[src/rtl/display_pkg.sv]
// Shared types for the display datapath: geometry, pixel address/colour
// types and the rectangle-fill state encoding.
package display_pkg;

  localparam int XW = 7;
  localparam int YW = 6;
  localparam int CW = 24;

  typedef logic [XW+YW-1:0] pix_addr_t;
  typedef logic [CW-1:0]    rgb_t;

  typedef enum logic {
    IDLE,
    FILL
  } state_e;

  function automatic pix_addr_t pack_addr(
    input logic [YW-1:0] y,
    input logic [XW-1:0] x
  );
    return {y, x};
  endfunction

endpackage

[src/rtl/display_raster_ctr.sv]
// Raster x/y scan counter: loads a start corner, steps in raster order
// inside the latched column span, flags the bottom-right pixel.
module display_raster_ctr
  import display_pkg::*;
(
  input  logic          clk,
  input  logic          rst_n,
  input  logic          load_i,
  input  logic          step_i,
  input  logic [XW-1:0] ld_x_i,
  input  logic [YW-1:0] ld_y_i,
  input  logic [XW-1:0] x0_i,
  input  logic [XW-1:0] x1_i,
  input  logic [YW-1:0] y1_i,
  output logic [XW-1:0] x_o,
  output logic [YW-1:0] y_o,
  output logic          last_o
);

  logic [XW-1:0] x_q, x_d;
  logic [YW-1:0] y_q, y_d;

  always_comb begin
    x_d = x_q;
    y_d = y_q;
    if (load_i) begin
      x_d = ld_x_i;
      y_d = ld_y_i;
    end else if (step_i) begin
      if (x_q == x1_i) begin
        x_d = x0_i;
        y_d = y_q + 1'b1;
      end else begin
        x_d = x_q + 1'b1;
      end
    end
  end

  always_ff @(posedge clk or negedge rst_n) begin
    if (!rst_n) begin
      x_q <= '0;
      y_q <= '0;
    end else begin
      x_q <= x_d;
      y_q <= y_d;
    end
  end

  assign x_o    = x_q;
  assign y_o    = y_q;
  assign last_o = (x_q == x1_i) && (y_q == y1_i);

endmodule

[src/rtl/display_rect_fill.sv]
// Rectangle-fill engine: takes one fill command, streams one pixel write
// per clock in raster order into the display memory port.
module display_rect_fill
  import display_pkg::*;
(
  input  logic             clk,
  input  logic             rst_n,
  input  logic             cmd_valid,
  output logic             cmd_ready,
  input  logic [XW-1:0]    cmd_x0,
  input  logic [YW-1:0]    cmd_y0,
  input  logic [XW-1:0]    cmd_x1,
  input  logic [YW-1:0]    cmd_y1,
  input  logic [CW-1:0]    cmd_color,
  output logic [XW+YW-1:0] mem_waddr,
  output logic [CW-1:0]    mem_wdata,
  output logic             mem_web,
  output logic             busy,
  output logic             done
);

  state_e        state_q, state_d;
  logic [XW-1:0] x0_q, x0_d;
  logic [XW-1:0] x1_q, x1_d;
  logic [YW-1:0] y1_q, y1_d;
  rgb_t          wdata_q, wdata_d;
  logic          web_q, web_d;
  logic          busy_q, busy_d;
  logic          done_q, done_d;
  logic          load, step, last;
  logic [XW-1:0] x_cur;
  logic [YW-1:0] y_cur;

  display_raster_ctr u_ctr (
    .clk    (clk),
    .rst_n  (rst_n),
    .load_i (load),
    .step_i (step),
    .ld_x_i (cmd_x0),
    .ld_y_i (cmd_y0),
    .x0_i   (x0_q),
    .x1_i   (x1_q),
    .y1_i   (y1_q),
    .x_o    (x_cur),
    .y_o    (y_cur),
    .last_o (last)
  );

  always_comb begin
    state_d = state_q;
    x0_d    = x0_q;
    x1_d    = x1_q;
    y1_d    = y1_q;
    wdata_d = wdata_q;
    web_d   = 1'b0;
    busy_d  = 1'b0;
    done_d  = 1'b0;
    load    = 1'b0;
    step    = 1'b0;
    unique case (state_q)
      IDLE: begin
        if (cmd_valid) begin
          x0_d = cmd_x0;
          x1_d = cmd_x1;
          y1_d = cmd_y1;
          // An inverted corner pair is an empty fill: complete at once.
          if (cmd_x0 > cmd_x1 || cmd_y0 > cmd_y1) begin
            done_d = 1'b1;
          end else begin
            state_d = FILL;
            busy_d  = 1'b1;
            web_d   = 1'b1;
            load    = 1'b1;
            wdata_d = cmd_color;
          end
        end
      end
      FILL: begin
        if (last) begin
          state_d = IDLE;
          done_d  = 1'b1;
        end else begin
          step   = 1'b1;
          busy_d = 1'b1;
          web_d  = 1'b1;
        end
      end
    endcase
  end

  always_ff @(posedge clk or negedge rst_n) begin
    if (!rst_n) begin
      state_q <= IDLE;
      x0_q    <= '0;
      x1_q    <= '0;
      y1_q    <= '0;
      wdata_q <= '0;
      web_q   <= 1'b0;
      busy_q  <= 1'b0;
      done_q  <= 1'b0;
    end else begin
      state_q <= state_d;
      x0_q    <= x0_d;
      x1_q    <= x1_d;
      y1_q    <= y1_d;
      wdata_q <= wdata_d;
      web_q   <= web_d;
      busy_q  <= busy_d;
      done_q  <= done_d;
    end
  end

  assign cmd_ready = (state_q == IDLE);
  assign mem_waddr = pack_addr(y_cur, x_cur);
  assign mem_wdata = wdata_q;
  assign mem_web   = web_q;
  assign busy      = busy_q;
  assign done      = done_q;

endmodule

[config.mk]
export PLATFORM = sky130hd
export DESIGN_NAME = display_rect_fill
export DESIGN_NICKNAME = d
export VERILOG_FILES = /design/src/rtl/display_pkg.sv /design/src/rtl/display_raster_ctr.sv /design/src/rtl/display_rect_fill.sv
export SDC_FILE = /design/constraint.sdc
export NUM_CORES = 1
export LEC_CHECK = 0
export CELL_PAD_IN_SITES_DETAIL_PLACEMENT = 0
export CELL_PAD_IN_SITES_GLOBAL_PLACEMENT = 1
export CORE_MARGIN = 10
export CORE_UTILIZATION = 35
export DETAILED_ROUTE_END_ITERATION = 10
export PLACE_DENSITY_LB_ADDON = 0.1
export SYNTH_ARGS = -nofsm -noshare
export SYNTH_HDL_FRONTEND = slang
export SYNTH_SLANG_ARGS = --single-unit
[constraint.sdc]
create_clock -name clk -period 2.6 [get_ports clk]
set_input_delay 0.52 -clock clk [delete_from_list [all_inputs] [get_ports clk]]
set_output_delay 0.52 -clock clk [all_outputs]
set_load 0.05 [all_outputs]
==> results.toml <==
[power]
ir_drop_v = 0.000512
power_density_nw_per_um2 = 801
leakagePower_nw = 2.06

[synth]
synth_fp_nets = 349
synth_flop_cell = "dfrtp_1"
ys_seq_area_share_pct = 50.2
yosys.area.top_type = "dfrtp_1"
async_flop_share_pct = 100
yosys_warnings = 0
synthDominantCellAreaShare_pct = 50.2
syn_area_per_cell_um2 = 10.5
syn_area_um2 = 2940
synth_edf_count = 0
synthDistinctLibCells = 37
ys_ff_latch = 59
postSynthCellCount = 281
synthTopCellsByArea = "dfrtp_1 (50%), mux2_2 (9.2%), ha_1 (6.4%), nand2_1 (5.5%), xor2_1 (4.5%)"

[clock_tree]
cts_resized = 0
hold_buffers = 0
tritoncts = "done"
cts-root-buf = "clkbuf_8"
clk-insertion-delay-late_ns = 0.33
clockBufferDepth = 2
cts_buffers = 9
htree_num_levels = 3
cts.sinks = 59
postCtsSetupBuffers = 0
path_clk_slew_ns = 0.07

[sta]
hold_viol = 0
relSlewSlack_pct = 60.2
setup_viol = 0
maxSlewViolCount = 0
worstMarginPinSlew_ns = 0.598
fin_ws_ns = 0.158
rsz0062_at_grt = "no"
post-route-min-period_ns = 2.44
max_freq_ghz = 0.410
post-route-period-util_pct = 93.9
fin_skew_ns = 0.00579

[grt]
grt_pass1_vias = 2686
antenna_found_initial = 0
grt-ovfl-total = 0
grt_max_degree = 36
track_usage_pct = 13.5
grt_pass1_wl_um = 13800

[layout]
antenna_cells = 0
fillers = 769
final_layout_size_suffix_gt1_share_pct = 16.9
multiInputGateArea_um2 = 1340
final_nets = 465
regArea_um2 = 1480
syn_to_final_growth_pct = 48.6
final_common_cell = "clkdlybuf4s50_1"
finalNonFillerCells = 507
layout_common_cells = "clkdlybuf4s50_1 (92), dfrtp_1 (59), nand2_1 (43), mux2_2 (24), inv_1 (21)"

[hold_path]
min_path_type = "primary input to asynchronous set/reset pin"

[setup_path]
rrSetupSlack_ns = 0.26
worstSetupEndpointType = "flip-flop"
cp-start-kind = "primary input"
crit_fanout = 18
critPathKind = "primary input to flip-flop"
r2r-start = "u_ctr.x_o[5]"
arrival_ns = 2.65
crit_start = "cmd_y1[5]"
worstPathRequired_ns = 2.81

[floorplan]
fp.dieW_um = 112
die_h_um = 112
core_area_um2 = 8220
rows = 33
dieArea_um2 = 12500
initial_core_util_pct = 35.8
num_io_pins = 94

[route]
first_pass_iters = 4
wl_um = 8240
viasPerCell = 4.79
drcViolationCount = 0
postRouteAntennaNets = 0
wire_per_inst_um = 16.3
num_vias = 2426
dr.first_iter.drc_count = 98

[placement]
io_buffers = 93
dp_cells = 491
hpwl_um = 6470
gp_congestion = 0.797
place_ws_ns = -0.204

[job]
maxCapViolCount = 0

[status]
outcome = "finished, final reports clean"
[worst max-delay path: stages]
cell	delay, ns
clkdlybuf4s50_1	0.46
inv_1	0.05
ha_1	0.30
a21oi_1	0.14
o21ai_0	0.09
o22ai_1	0.32
nand3_2	0.14
buf_4	0.19
buf_12	0.16
mux2_2	0.28
[synth_stat cells, types with 2 or more instances]
cell,instances
dfrtp_1,59
nand2_1,43
mux2_2,24
inv_1,21
o21ai_0,19
ha_1,15
xor2_1,15
nand3_1,12
a21oi_1,10
nor2_1,10
clkbuf_1,6
o22ai_1,4
xnor2_1,4
and3_1,3
o22a_1,3
o31ai_1,3
a211o_1,2
a221o_1,2
a31oi_1,2
buf_1,2
buf_4,2
nand4_1,2
o221a_2,2
o31a_1,2
or4_1,2
[state kept, by name, indices dropped and copies added, names as in the netlist]
name and count:
u_ctr.y_o 6, y1_q 6, x0_q 7, x1_q 7, mem_wdata 24, done 1, u_ctr.x_o 7, busy 1
[per-stage QoR]
stage	util (%)	power [mW]	cell area, µm²	hold slack, ns	setup TNS [ns]
after floorplan	-	2.09	2940	0.224	0
after detailed placement	50.7	2.64	4160	0.465	-5.50
after CTS	53.2	3.56	4370	0.206	0
final	53.2	3.50	4370	0.190	0
after global placement	50.7	2.63	4160	0.463	-5.51
after global routing	53.2	3.71	4370	0.249	0
[final cells by class]
type / instances / area share [%]
sequential: 59 / 33.8
multi-input combinational: 190 / 30.7
timing repair buffer: 116 / 26.0
tap: 105 / 3.01
clock buffer: 10 / 2.92
clock inverter: 6 / 1.83
inverter: 21 / 1.80
[layer usage]
layer / global-route usage, % / wire length, µm / part of all wire, % / up-vias
li1: - / - / - / 1205
met1: 15.2 / 3360 / 41 / 1153
met2: 23.3 / 4300 / 52 / 61
met3: 5.15 / 508 / 6.2 / 7
met4: 3.51 / 72 / 0.87 / 0
met5: 0 / 0 / 0 / -
[cell families (layout without fill, tap and decap cells)]
group / Yosys count / after routing / synth area share, %
flip-flops: 59 / 59 / 50.2
adder cells (fa/ha/maj): 15 / 15 / 6.38
multiplexers: 25 / 25 / 9.53
AO/OA/AOI/OAI: 52 / 52 / 11.4
buffers and inverters: 32 / 153 / 4.38
AND/OR/NAND/NOR: 79 / 79 / 12.5
XOR/XNOR: 19 / 19 / 5.66
[final timing paths]
path	endpoint	cells past startpoint
min in group clk	x0_q[4]	2
max in group asynchronous	y1_q[5]	2
max	mem_wdata[13]	10
min reg2reg	x0_q[4]	2
min	x0_q[6]	1
max reg2reg	u_ctr.y_o[5]	6
[power by group]
part / leakage [nW] / internal [mW] / switching, mW
combinational: 1.19 / 0.581 / 0.796
sequential: 0.762 / 1.05 / 0.190
clock: 0.110 / 0.533 / 0.350
total: 2.06 / 2.16 / 1.34
No activity file was read; power rests on OpenSTA's default activity.
